==> src/rtl/alineador_palabra.sv <==
// alineador_palabra: K28.5 comma word aligner and serial-to-parallel converter for the 10-bit link.
// Optional lock-loss statistics are enabled with `define ALINEADOR_ESTADISTICAS_EN (adds port perdidas).
module alineador_palabra #(
    parameter int                      cantidadBits = 10,
    parameter logic [cantidadBits-1:0] COMMA_P      = 10'b0011111010,
    parameter logic [cantidadBits-1:0] COMMA_N      = 10'b1100000101,
    parameter int                      COMMAS_SYNC  = 3,
    parameter int                      ERRORES_MAX  = 4
) (
    input  logic                    clk,
    input  logic                    rst,
    input  logic                    enb,
    input  logic                    entrada,
    output logic [cantidadBits-1:0] palabra,
    output logic                    valida,
    output logic                    sincronizado,
`ifdef ALINEADOR_ESTADISTICAS_EN
    output logic [1:0]              estado,
    output logic [7:0]              perdidas
`else
    output logic [1:0]              estado
`endif
);

    typedef enum logic [1:0] {
        BUSCANDO     = 2'b00,
        VERIFICANDO  = 2'b01,
        SINCRONIZADO = 2'b10
    } estado_t;

    localparam logic [3:0] ULTIMO_BIT  = 4'(cantidadBits - 1);
    localparam logic [2:0] UMBRAL_SYNC = 3'(COMMAS_SYNC);
    localparam logic [2:0] UMBRAL_ERR  = 3'(ERRORES_MAX);

    function automatic logic es_comma(input logic [cantidadBits-1:0] w);
        return (w == COMMA_P) || (w == COMMA_N);
    endfunction

    estado_t                 estado_r;
    logic [cantidadBits-1:0] sr_r;
    logic [3:0]              contador_r;
    logic [2:0]              cuenta_r;
    logic [2:0]              errores_r;

    logic [cantidadBits-1:0] sr_next_s;
    logic                    coincidencia_s;
    logic                    frontera_s;

    assign sr_next_s      = {sr_r[cantidadBits-2:0], entrada};
    assign coincidencia_s = es_comma(sr_next_s);
    assign frontera_s     = (contador_r == ULTIMO_BIT);
    assign estado         = estado_r;

    // Alignment FSM, boundary counter and registered word/strobe outputs.
    always_ff @(posedge clk or negedge rst) begin
        if (!rst) begin
            estado_r     <= BUSCANDO;
            sr_r         <= '0;
            contador_r   <= 4'd0;
            cuenta_r     <= 3'd0;
            errores_r    <= 3'd0;
            palabra      <= '0;
            valida       <= 1'b0;
            sincronizado <= 1'b0;
        end else if (!enb) begin
            valida <= 1'b0;
        end else begin
            sr_r       <= sr_next_s;
            valida     <= 1'b0;
            contador_r <= frontera_s ? 4'd0 : contador_r + 4'd1;
            case (estado_r)
                BUSCANDO: begin
                    // Any comma seen while searching defines the boundary.
                    if (coincidencia_s) begin
                        contador_r <= 4'd0;
                        cuenta_r   <= 3'd1;
                        if (UMBRAL_SYNC == 3'd1) begin
                            estado_r     <= SINCRONIZADO;
                            sincronizado <= 1'b1;
                            palabra      <= sr_next_s;
                            valida       <= 1'b1;
                        end else begin
                            estado_r <= VERIFICANDO;
                        end
                    end else begin
                        estado_r <= BUSCANDO;
                    end
                end
                VERIFICANDO: begin
                    if (coincidencia_s && frontera_s) begin
                        cuenta_r <= cuenta_r + 3'd1;
                        if (cuenta_r + 3'd1 == UMBRAL_SYNC) begin
                            estado_r     <= SINCRONIZADO;
                            sincronizado <= 1'b1;
                            palabra      <= sr_next_s;
                            valida       <= 1'b1;
                        end else begin
                            estado_r <= VERIFICANDO;
                        end
                    end else if (coincidencia_s) begin
                        contador_r <= 4'd0;
                        cuenta_r   <= 3'd1;
                    end else begin
                        cuenta_r <= cuenta_r;
                    end
                end
                SINCRONIZADO: begin
                    if (frontera_s) begin
                        palabra <= sr_next_s;
                        valida  <= 1'b1;
                    end else begin
                        palabra <= palabra;
                    end
                    if (coincidencia_s && frontera_s) begin
                        errores_r <= 3'd0;
                    end else if (coincidencia_s) begin
                        // Misaligned commas never move the boundary once locked.
                        if (errores_r + 3'd1 == UMBRAL_ERR) begin
                            estado_r     <= BUSCANDO;
                            sincronizado <= 1'b0;
                            errores_r    <= 3'd0;
                            cuenta_r     <= 3'd0;
                        end else begin
                            errores_r <= errores_r + 3'd1;
                        end
                    end else begin
                        errores_r <= errores_r;
                    end
                end
                default: begin
                    estado_r     <= BUSCANDO;
                    sincronizado <= 1'b0;
                    cuenta_r     <= 3'd0;
                    errores_r    <= 3'd0;
                end
            endcase
        end
    end

`ifdef ALINEADOR_ESTADISTICAS_EN
    logic perdida_s;

    assign perdida_s = enb && (estado_r == SINCRONIZADO) && coincidencia_s && !frontera_s &&
                       (errores_r + 3'd1 == UMBRAL_ERR);

    // Saturating count of lock losses.
    always_ff @(posedge clk or negedge rst) begin
        if (!rst) begin
            perdidas <= 8'd0;
        end else if (perdida_s && (perdidas != 8'hFF)) begin
            perdidas <= perdidas + 8'd1;
        end else begin
            perdidas <= perdidas;
        end
    end
`endif

endmodule

==> config.mk <==
export PLATFORM = sky130hd
export DESIGN_NAME = alineador_palabra
export DESIGN_NICKNAME = d
export VERILOG_FILES = /design/src/rtl/alineador_palabra.sv
export SDC_FILE = /design/constraint.sdc
export NUM_CORES = 1
export LEC_CHECK = 0
export ABC_CLOCK_PERIOD_IN_PS = 1700
export CORE_MARGIN = 3
export CORE_UTILIZATION = 56
export CTS_BUF_LIST = sky130_fd_sc_hd__clkbuf_16
export DETAILED_ROUTE_END_ITERATION = 7
export DONT_BUFFER_PORTS = 1
export PLACE_DENSITY = 0.74
export SYNTH_ARGS = -nofsm -noshare
export SYNTH_HDL_FRONTEND = slang
export SYNTH_SLANG_ARGS = --single-unit
export TNS_END_PERCENT = 5
==> constraint.sdc <==
create_clock -name clk -period 1.7 [get_ports clk]
set_input_delay 0.17 -clock clk [delete_from_list [all_inputs] [get_ports clk]]
set_output_delay 0.17 -clock clk [all_outputs]
set_load 0.02 [all_outputs]
After elaboration in Yosys (flattened, before gate mapping)
Index checks and enable logic that the tools add are counted.
Widths: inputs -> output; s select.

storage, ports and cells
  register bits after elaboration = 33
  input port bits = 4

cells by class
  $add $sub $neg = 3
  eq/ne operators = 14
  multiplexer cells = 36
  bitwise logic cells = 2
  reductions and logical operators = 10

operators with widths
  cell                  number
  $mux 10               3
  $mux 3                8
  $pmux 10 s2           1
  $mux 4                3
  $ne 2x2->1 const B    6
  $eq 10x10->1 const B  1
  $eq 10x8->1 const B   1
  $mux 1                10
  $mux 2                5
  $reduce_and 5->1      2
  $pmux 3 s3            1
  $pmux 4 s2            1
  $reduce_and 7->1      1
  $add 3x1->3 const B   2
  $pmux 2 s3            1
  $pmux 3 s2            1
  $add 4x1->4 const B   1
  $eq 4x4->1 const B    1
  $reduce_and 4->1      1
  $eq 3x2->1 const B    1
  $eq 3x3->1 const B    1
  $ne 3x3->1 const B    1
  $pmux 1 s3            1
  $reduce_and 3->1      1
  9 further kinds       10

Logic depth before layout (Yosys ltp)
  depth in word-level cells = 6
  mapped depth = 7
  depth with buffers taken out = 7

Least setup slack after synthesis
Ideal clock, no wire load.

  path kind = register to register
  start point = reg estado_r[1], in the netlist estado[1]
  end point = reg errores_r[2]
  data arrival time = 1.845 ns
  required time = 1.624 ns
  slack = -0.221 ns
  stages on the path, launching flop included = 8
  buffers on the path = 1
  cells stage by stage = dfrtp_1 -> inv_1 -> ha_1 -> buf_4 -> nor2_1 -> o211ai_1 -> or4_1 -> o21ai_1

on the way
  longest elaborated chain between the ends = 4

ends and longest elaborated chain
  item                                           RTL line  RTL
  start: declaration                             39        estado_t estado_r;
  start signal: assignment                       57        estado_r <= BUSCANDO;
  start signal: assignment                       78        estado_r <= SINCRONIZADO;
  start signal: assignment                       83        estado_r <= VERIFICANDO;
  $eq 2x1->1 or $logic_not 2->1 (tied branches)  71        case (estado_r)
  $reduce_or 2->1 (no source line)               --
  $not 1->1 (no source line)                     --
  $reduce_and 3->1 (no source line)              --
  end signal: assignment                         124       errores_r <= errores_r + 3'd1;
  end signal: assignment                         127       errores_r <= errores_r;
  end: declaration                               43        logic [2:0] errores_r;

Several ways; a longest one is shown, not always the timed one.
A chain may end at the register's enable or synchronous reset.

Worst setup path in the final report
  start point = reg sr_r[3]
  end point = reg sincronizado

on the way
  longest elaborated chain between the ends = 5

ends and longest elaborated chain
  item                                         RTL line  RTL
  start: declaration                           40        logic [cantidadBits-1:0] sr_r;
  start signal: assignment                     68        sr_r <= sr_next_s;
  $eq 10x8->1 or $eq 10x10->1 (tied branches)  36        return (w == COMMA_P) || (w == COMMA_N);
  $logic_or 1x1->1 (*)                         36
  $logic_and 1x1->1                            90, 114
  $ne 2x2->1 (no source line)                  --
  $reduce_and 7->1 (no source line) (*)        --
  end signal: assignment                       94        sincronizado <= 1'b1;
  end signal: assignment                       120       sincronizado <= 1'b0;
  end signal: assignment                       132       sincronizado <= 1'b0;
  end: declaration                             16        output logic sincronizado,

Mark *: on every way between the ends. The rest lies on a longest branch, timed or not.

==> qor.txt <==
worst skew pair latency - 0.28 ns
CP Data Arrival Time - 2.31 ns
Synth cell types - 42
routed len/inst - 20.4 microns
Area Overhead vs Synth - 37.4%
Power Dens Cells - 1170 nW/um^2
GRT Total Usage - 28.2%
Area contributors post-synth - dfrtp_1 50%, mux2_2 13%, ha_1 6.8%, o21ai_0 2.1%, nand2b_1 1.9%
GPL Wtd Cong - 0.887
Final Core Density - 82.1%
drt first pass iters - 4
crit path from - sr_r[3]
Sum Neg Setup Slack - -7.40 ns
worst-margin pin slew - 0.556 ns
post-synthesis async set-or-reset flop share - 100%
Placed Cells incl. Taps - 207
layout cells sized above 1 - 45.6%
cell accounting for the most synthesized area - dfrtp_1
Seq/Total Area, Yosys - 49.7%
fill cell count - 146
reg2reg start - sr_r[3]
critical path required time - 1.91 ns
Hold WC Path Type - input port to flip-flop
TritonCTS clock tree - done
fmax - 477 MHz
final period utilization - 123%
largest family of logic cells by synthesized area - compound AO/OA/AOI/OAI gates
Syn. warnings - 0
Ports - 18
result of the run - finished, violations left
leak pwr - 1.09 nW
antenna-violating nets left - 0
final hold vios - 0
Vias/cell - 6.10
switch share - 30.7%
Max-Cap Viols - 0
slew margin rel. - 62.9%
Overflow after GRT - 0
crit end category - flip-flop
Net Count, Synth - 152
Multi-input gate area - 843 sq um
DIE AREA - 3660 sq um
final net count - 205
Die W - 60.5 microns
HPWL after DPL - 2660 microns
Synth top cells by count - 33 x dfrtp_1, 19 x mux2_2, 9 x ha_1
via count - 1366
Die Y - 60.5 microns
minimum clock period - 2.10 ns
mux share of post-synthesis cell area - 13.5%
combinational share of power - 29.4%
Mean Syn Cell Area - 12.0 sq um
cell-internal power - 1.85 mW
CTS buffer count - 5
Buffers on Ports - 0
vias in the first global route - 1475
Post-synth EDFFs - 0
Reg power frac - 38.6%
net switching power figure - 0.820 mW
CTS Root Cell - clkbuf_16
peak supply drop - 1.07 mV
Synth Area in Compound Gates - 15.0%
Finished Layout Cells - 224
skew final - 0.00443 ns
final worst-path setup slack - -0.395 ns
Max Root-Sink Buffers - 2
Initial Utilization - 59.8%
Worst-path clk slew - 0.05 ns
top-area cell type share of the netlist area - 49.7%
Hold Crit Start - entrada
Mapped Area - 1660 sq um
Worst Setup Path Type - flip-flop to flip-flop
largest net degree at the start of global routing - 34
unrepaired setup endpoints after global routing - true
Post-synth top flop - dfrtp_1
initial antenna violation count - 0
Num Clock Sinks - 33
Startpoint Class - flip-flop
Ant. Diodes - 0
FF+latch area - 826 sq um
1st-iter DRT viols - 83
fin. max-slew vios - 0
CP Max Fanout - 10
Clk pwr share - 32.0%
total wire length - 4570 microns
violations in the final reports - setup timing
count of final setup violators - 24
Site Rows - 19
synthesized-area fraction occupied by adder cells - 6.77%
synthesized instance count - 139
Synth Area in XOR/XNOR - 0%
#FFs+latches synth - 33
H-Tree Depth - 2
placed cell area - 1990 sq um
first-pass GRT wire length - 7280 microns
most common cell in the netlist - dfrtp_1
Core Region - 2780 sq um
Final Instance Area - 2280 sq um
DRC - 0
Synth Area in Simple Gates - 13.1%
[state kept, by name (all words and copies together) (netlist names)]
register,cells
palabra,10
sincronizado,1
cuenta_r,3
contador_r,4
valida,1
errores_r,3
sr_r,9
estado,2
[layout by cell type, fill, tap and decap left out, drive strengths merged, types with 3 or more instances in the layout]
cell type	n
nand3	5
dfrtp	33
mux2	19
o211ai	4
buf	46
nor2	6
ha	9
o21ai	9
inv	6
nand2b	5
clkbuf	6
a21oi	3
nand2	6
[power by group through the flow]
stage,clock network [mW],logic [mW],registers (mW)
finish,0.854,0.784,1.03
global route,0.895,0.851,1.04
CTS,0.865,0.747,1.01
detailed placement,0,0.702,1.02
global placement,0,0.665,1.00
floorplan,0,0.327,1.02
[metrics by stage]
stage / hold WS [ns] / power [mW] / setup slack [ns]
finish: 0.0459 / 2.67 / -0.395
global route: 0.0501 / 2.78 / -0.482
CTS: 0.0434 / 2.63 / -0.341
detailed placement: -0.125 / 1.72 / -0.313
global placement: -0.124 / 1.67 / -0.238
floorplan: -0.126 / 1.35 / -0.146
[worst max-delay path, cell delays in order, from the launching register on]
cell,delay [ns]
dfrtp_1,0.42
nand4_1,0.13
or3_1,0.40
o21ai_4,0.19
buf_6,0.12
a41oi_2,0.29
nor3_1,0.28
o32a_1,0.18
[metal layers]
layer	GRT usage, %	routed length (microns)	share of wire, %
met5	0	0	0
met4	16.4	218	4.8
met3	8.72	264	5.8
met2	47.5	2340	51
met1	31.4	1750	38
[kinds of logic (layout without fill, tap and decap cells)]
family,count (synthesis),after routing
AOI/OAI and AO/OA,31,31
and+or+nand+nor,38,38
muxes,20,20
adders and majority gates,9,9
buffers and inverters,8,62
DFF,33,33
[what timing repair did]
action,CTS,global route
pin swaps,7,3
resized for setup,8,7
endpoints found under the setup margin,23,24
buffers inserted,5,0
gates cloned,1,0
endpoints found under the hold margin,35,0
hold buffers,3,0
[path summary, 6_finish.rpt]
path / end / slack [ns] / depth (start not counted)
max in group asynchronous: palabra[1] / 1.18 / 2
min: palabra[0] / 0.05 / 1
max reg2reg: sincronizado / -0.40 / 7
min in group asynchronous: errores_r[2] / 0.34 / 2
min reg2reg: contador_r[3] / 0.54 / 1
max: sincronizado / -0.40 / 7
[cell type report]
class	instances	share of cell area, %
clock buffers	5	5.48
clock inverters	3	0.602
inverters	5	0.821
multi-input cells	98	36.9
flip-flops and latches	33	36.1
well taps	31	1.70
repair buffers	49	18.3
No activity file was read; power rests on OpenSTA's default activity.
